--- config.mk ---
export PLATFORM = sky130hd
export DESIGN_NAME = instr_encoder
export DESIGN_NICKNAME = d
export VERILOG_FILES = /design/src/rtl/instr_encoder.sv
export SDC_FILE = /design/constraint.sdc
export NUM_CORES = 1
export LEC_CHECK = 0
export BUFFER_PORTS_ARGS = -buffer_cell sky130_fd_sc_hd__buf_4
export CORE_MARGIN = 2
export CORE_UTILIZATION = 50
export DETAILED_ROUTE_END_ITERATION = 7
export GPL_TIMING_DRIVEN = 0
export PLACE_DENSITY = 0.85
export RECOVER_POWER = 50
export SLEW_MARGIN = 20
export SYNTH_ARGS = -nofsm -noshare
export SYNTH_HDL_FRONTEND = slang
export SYNTH_SLANG_ARGS = --single-unit
export TNS_END_PERCENT = 100
--- constraint.sdc ---
create_clock -name clk -period 4 [get_ports clk]
set_clock_uncertainty 0.05 [all_clocks]
set_input_delay 0.8 -clock clk [delete_from_list [all_inputs] [get_ports clk]]
set_output_delay 0.8 -clock clk [all_outputs]
set_load 0.01 [all_outputs]
--- src/rtl/instr_encoder.sv ---
// RV32I I/S/B instruction packer with range check, NOP substitution,
// one output register stage and an auto-incrementing word address.
module instr_encoder #(
    parameter int          ADDR_W    = 10,
    parameter int unsigned BASE_ADDR = 0
) (
    input  logic              clk,
    input  logic              rst_n,
    input  logic              in_valid,
    output logic              in_ready,
    input  logic [1:0]        imm_src,
    input  logic [6:0]        opcode,
    input  logic [2:0]        funct3,
    input  logic [4:0]        rd,
    input  logic [4:0]        rs1,
    input  logic [4:0]        rs2,
    input  logic [31:0]       imm,
    input  logic              addr_clear,
    output logic              out_valid,
    input  logic              out_ready,
    output logic [31:0]       out_instr,
    output logic              out_err,
    output logic [ADDR_W-1:0] out_addr,
    output logic [7:0]        err_count
);

    localparam logic [31:0]       NOP  = 32'h0000_0013;
    localparam logic [ADDR_W-1:0] BASE = ADDR_W'(BASE_ADDR);

    logic              valid_q, valid_d;
    logic [31:0]       instr_q, instr_d;
    logic              err_q, err_d;
    logic [ADDR_W-1:0] addr_q, addr_d;
    logic [7:0]        ecnt_q, ecnt_d;

    logic [31:0] enc_instr;
    logic        enc_err;
    logic        fits12, fits13;
    logic        accept, xfer;

    assign fits12 = (&imm[31:11]) || (~|imm[31:11]);
    assign fits13 = (&imm[31:12]) || (~|imm[31:12]);

    always_comb begin
        enc_instr = NOP;
        enc_err   = 1'b1;
        unique case (imm_src)
            2'b00: begin
                enc_instr = {imm[11:0], rs1, funct3, rd, opcode};
                enc_err   = !fits12;
            end
            2'b01: begin
                enc_instr = {imm[11:5], rs2, rs1, funct3,
                             imm[4:0], opcode};
                enc_err   = !fits12;
            end
            2'b10: begin
                enc_instr = {imm[12], imm[10:5], rs2, rs1, funct3,
                             imm[4:1], imm[11], opcode};
                enc_err   = !fits13 || imm[0];
            end
            default: begin
                enc_instr = NOP;
                enc_err   = 1'b1;
            end
        endcase
        if (enc_err) begin
            enc_instr = NOP;
        end
    end

    assign in_ready = !valid_q || out_ready;
    assign accept   = in_valid && in_ready;
    assign xfer     = valid_q && out_ready;

    always_comb begin
        valid_d = valid_q;
        instr_d = instr_q;
        err_d   = err_q;
        addr_d  = addr_q;
        ecnt_d  = ecnt_q;
        if (accept) begin
            valid_d = 1'b1;
            instr_d = enc_instr;
            err_d   = enc_err;
        end else if (xfer) begin
            valid_d = 1'b0;
        end
        // clear takes priority over the post-transfer increment
        if (addr_clear) begin
            addr_d = BASE;
        end else if (xfer) begin
            addr_d = addr_q + 1'b1;
        end
        if (xfer && err_q && (ecnt_q != 8'hFF)) begin
            ecnt_d = ecnt_q + 8'd1;
        end
    end

    always_ff @(posedge clk or negedge rst_n) begin
        if (!rst_n) begin
            valid_q <= 1'b0;
            instr_q <= 32'h0;
            err_q   <= 1'b0;
            addr_q  <= BASE;
            ecnt_q  <= 8'h0;
        end else begin
            valid_q <= valid_d;
            instr_q <= instr_d;
            err_q   <= err_d;
            addr_q  <= addr_d;
            ecnt_q  <= ecnt_d;
        end
    end

    assign out_valid = valid_q;
    assign out_instr = instr_q;
    assign out_err   = err_q;
    assign out_addr  = addr_q;
    assign err_count = ecnt_q;

endmodule

[After elaboration in Yosys (flattened, before gate mapping)]
Index checks and enable logic that the tools add are counted.
Word-level totals
  output and inout bits: 53
  input bits: 64
  register bits after elaboration: 52
  word-level logic and storage cells: 38
Operators by class
  mux-type cells: 7
  equality and inequality tests: 3
  $add $sub $neg: 2
  reduce and logical (&&, ||, !) cells: 21
Operators by type and width (number)
  $pmux 32 s3: 1
  $mux 32: 1
  $reduce_and 21->1: 1
  $reduce_or 21->1: 1
  $mux 10: 2
  $reduce_and 20->1: 1
  $reduce_or 20->1: 1
  $add 10x1->10 const B: 1
  $add 8x1->8 const B: 1
  $ne 8x8->1 const B: 1
  $logic_not 1->1: 5
  $logic_and 1x1->1: 4
  $logic_or 1x1->1: 4
  $reduce_bool 2->1: 2
  $eq 2x1->1 const B: 1
  $eq 2x2->1 const B: 1
  $logic_not 2->1: 1
  $mux 1: 2
  $pmux 1 s2: 1
  $reduce_or 2->1: 1

[Longest topological paths before layout]
  depth after elaboration: 7
  gate-level depth with buffers: 6
  gate-level depth less buffers: 6

[Least setup slack after synthesis]
No wires, ideal clock.
  kind: input to register
  from: input imm[30]
  to: register instr_q[4], in the netlist out_instr[4]
  slack: 1741 ps
  required time: 3824 ps
  data arrival time: 2083 ps
  stages on the path: 6
  buffers on the path: 1
  setup time: 126 ps
  path through: nand4_1 -> or3_4 -> nor3_4 -> o211ai_2 -> buf_2 -> o32a_1
On the way
  cells in the longest elaborated chain, start to end: 7
  elaborated cells on any way between the ends: 13
  those cells by class: 2 x mux; 11 x reduce/logical
RTL lines
  from (decl): line 17  | input logic [31:0] imm,
  $reduce_or 20->1: line 42  | assign fits13 = (&imm[31:12]) || (~|imm[31:12]);
  $logic_not 1->1: line 42
  $logic_or 1x1->1: line 42
  $logic_not 1->1: line 60  | enc_err = !fits13 || imm[0];
  $logic_or 1x1->1: line 60
  $pmux 1 s2 (*): line 47  | unique case (imm_src)
  $mux 32 (*): line 67  | if (enc_err) begin
  to (signal assigned): line 109  | instr_q <= instr_d;
  to (decl): line 31  | logic [31:0] instr_q, instr_d;
Every way passes the cells marked *; elsewhere a longest branch is shown, timed or not.
A chain may end at the register's enable or synchronous reset.

[Worst setup path in the final report]
  from: input imm[30]
  to: register instr_q[25], in the netlist out_instr[25]
Same word-level chain as after synthesis.

==> results.json <==
{
  "fp.dieArea_mm2": 0.005716,
  "grt_pass1_wl_um": 9929,
  "cts.sinks": 52,
  "finalWorstPathRequiredPeriod_ns": 2.181,
  "regToRegStartpoint": "out_valid",
  "synth.ff_latch_count": 52,
  "synth_area_per_cell_um2": 9.711,
  "grt_use_total": 0.2280,
  "power.leakage_nw": 1.721,
  "grt_pass1_vias": 2158,
  "critical_path_data_required_time_ns": 4.15,
  "power.density_mw_per_mm2": 320.8,
  "synthSimpleGateAreaFrac": 0.1742,
  "synth-adder-area-share": 0.009761,
  "core_region_area_mm2": 0.005042,
  "finalHoldViolations": 0,
  "antenna_found_initial": 0,
  "worstPathBufferInverterCount": 2,
  "timing.hold.worst_path_depth": 2,
  "post-route-cell-area_mm2": 0.003518,
  "cpLargestDelayFamily": "simple AND/OR/NAND/NOR gates",
  "io_pins": 117,
  "asr_flop_ratio_synth": 1.000,
  "synth_top_area_frac": 0.5076,
  "floorplan.initialDensity": 0.5084,
  "yosys_warnings": 0,
  "critical_path_cell_count": 7,
  "sequential_cell_area_mm2": 0.001301,
  "route.vias.total": 2353,
  "synth_top_cell_by_area": "dfrtp_1",
  "area_occupied_by_multi_input_gates_mm2": 0.001106,
  "holdBufCountCts": 0,
  "detailedRoute.firstIterationViolations": 76,
  "post-place-ws_ns": 1.512,
  "count_of_standard_cell_rows": 26,
  "via_cell_ratio": 5.171,
  "worst-endpoint-arrival_ns": 2.33,
  "yosys.area_share.xor_xnor": 0.05466,
  "total_power_mw": 1.129,
  "grt_start_max_net_pins": 53,
  "dp.final_hpwl_um": 5023,
  "worst_pin_slew_ns": 0.6249,
  "cp_slowest_stage_delay_ns": 0.40,
  "hold_path_class": "register to register",
  "route.final.wire_length_um": 6351,
  "grt_setup_unrepaired": "no",
  "synth_top_family_by_area": "simple AND/OR/NAND/NOR gates",
  "fp.dieH_um": 75.61,
  "placed_area_mm2": 0.003500,
  "skew_pair_late_insertion_delay_ns": 0.29,
  "io_buffers": 113,
  "num-nets-final": 450,
  "path_max_fanout": 10,
  "finalHoldWorstSlack_ns": 0.4305,
  "wl_per_cell_um": 13.96,
  "ys_top_cells_by_count": "dfrtp_1 (52), nand2_1 (38), o31ai_1 (28)",
  "drtPass1Iterations": 4,
  "synth-compound-area-share": 0.1474,
  "overflow": 0,
  "place_congestion": 0.7962,
  "cts_buffer_depth": 2,
  "cp-start-kind": "input port",
  "critical_path.reg2reg.endpoint": "err_count[7]",
  "muxShareOfSynthArea": 0.04539,
  "rel_slew_slack": 0.5834,
  "cts_setup_buffers": 0,
  "cp_max_delay_cell": "or3_4",
  "reg2reg_setup_slack_ns": 2.19,
  "depth_of_the_worst_register_to_register_path": 6,
  "max_freq_mhz": 458.6,
  "area_of_the_mapped_netlist_mm2": 0.002564,
  "cts_repair_resize_count": 0,
  "cts-buffers-inserted": 5,
  "synth.area.top_cells": "dfrtp_1 (51%), o31ai_1 (8.2%), nand2_1 (5.6%)",
  "postLayoutSetupSlackWorst_ns": 1.820,
  "max_cap_violations": 0,
  "status": "completed",
  "synth_edf_count": 0,
  "yosys.cell_count.top_type": "dfrtp_1",
  "ant_nets": 0,
  "synthesis.nets": 330,
  "synth_cells": 264,
  "synth-main-ff-cell": "dfrtp_1",
  "holdCritStartpoint": "out_instr[23]",
  "synthDistinctLibCells": 33,
  "drive_above_1_share": 0.2987,
  "fill_cells": 429,
  "report.final.setup_viol": 0,
  "antenna_cells_inserted": 0,
  "vdd_drop_max_uv": 229.4,
  "synth_sequential_area_ratio": 0.5076,
  "min_delay_worst_endpoint": "out_instr[23]",
  "cts_root_buffer": "clkbuf_8",
  "critical_path.endpoint_type": "register",
  "slew_violations": 0,
  "worst-setup-path-type": "input port to register",
  "drc": 0,
  "fin_setup_tns_ns": 0,
  "flow.area_growth_from_synthesis_pct": 37.24,
  "cp_cell_sequence": "buf_4 -> nand4_1 -> or3_4 -> nor3_4 -> o211ai_2 -> clkbuf_1 -> o31ai_1",
  "die_width_um": 75.61,
  "clk_pin_slew_worst_paths_ns": 0.09,
  "cts_tree": "built",
  "fin_crit_sh": 0.5451,
  "htree_num_levels": 2
}
[registers in the layout, indices dropped and copies added, names as in the netlist]
register	flops
err_count	8
out_valid	1
out_instr	32
out_err	1
out_addr	10
[logic make-up (layout without fill, tap and decap cells)]
group / count (synthesis) / count (layout)
DFF: 52 / 52
adders and majority gates: 2 / 2
and+or+nand+nor: 92 / 92
xor gates and xnor gates: 16 / 16
AOI/OAI and AO/OA: 53 / 53
buffers and inverters: 38 / 159
muxes: 11 / 11
[layout by cell type (no fill, tap or decap), types with 6 or more instances in the layout]
cell | Yosys | layout
mux2i_1 | 6 | 6
nand4_1 | 11 | 11
buf_4 | 0 | 93
dfrtp_1 | 52 | 52
inv_1 | 23 | 23
o31ai_1 | 28 | 28
xnor2_1 | 7 | 7
clkbuf_1 | 8 | 29
o21ai_0 | 9 | 9
a21oi_1 | 8 | 8
nor2_1 | 18 | 18
nand2_1 | 38 | 38
xor2_1 | 9 | 9
clkbuf_8 | 0 | 6
[layout make-up]
cell class	instances	share of cell area
sequential	52	0.3698
multi-input combinational	174	0.3144
timing repair buffer	113	0.2208
clock buffer	8	0.02560
tap	70	0.02489
inverter	23	0.02454
buffer	15	0.01991
[through the flow]
step,utilization,std cells
global route,0.6978,455
global placement,0.6940,447
floorplan,-,264
CTS,0.7119,455
detailed placement,0.6940,447
finish,0.6978,455
[report_power, final]
part	internal (mW)	leakage, nW	switching, mW
clock network	0.141	0.0455	0.157
logic	0.123	0.990	0.107
registers	0.556	0.686	0.0440
total	0.820	1.72	0.308
[tightest hold or removal path, cell delays in order, from the launching register on]
cell and delay (ns):
dfrtp_1 0.35, nand2_1 0.05, o31ai_1 0.05
[per-layer routing]
| layer | global-route usage | up-vias | wire, um |
|---|---|---|---|
| met4 | 0.04288 | 0 | 13 |
| li1 | - | 1151 | - |
| met5 | 0 | - | 0 |
| met3 | 0.06349 | 2 | 456 |
| met1 | 0.2835 | 1110 | 2618 |
| met2 | 0.4010 | 90 | 3261 |
[worst max-delay path by stage]
stage,endpoint,start
after floorplan,out_instr[4],imm[30]
after detailed placement,out_instr[17],imm[30]
final,out_instr[25],imm[30]
after CTS,out_instr[17],imm[30]
after global routing,out_instr[25],imm[26]
after global placement,out_instr[4],imm[30]
(Power assumes the default switching activity.)
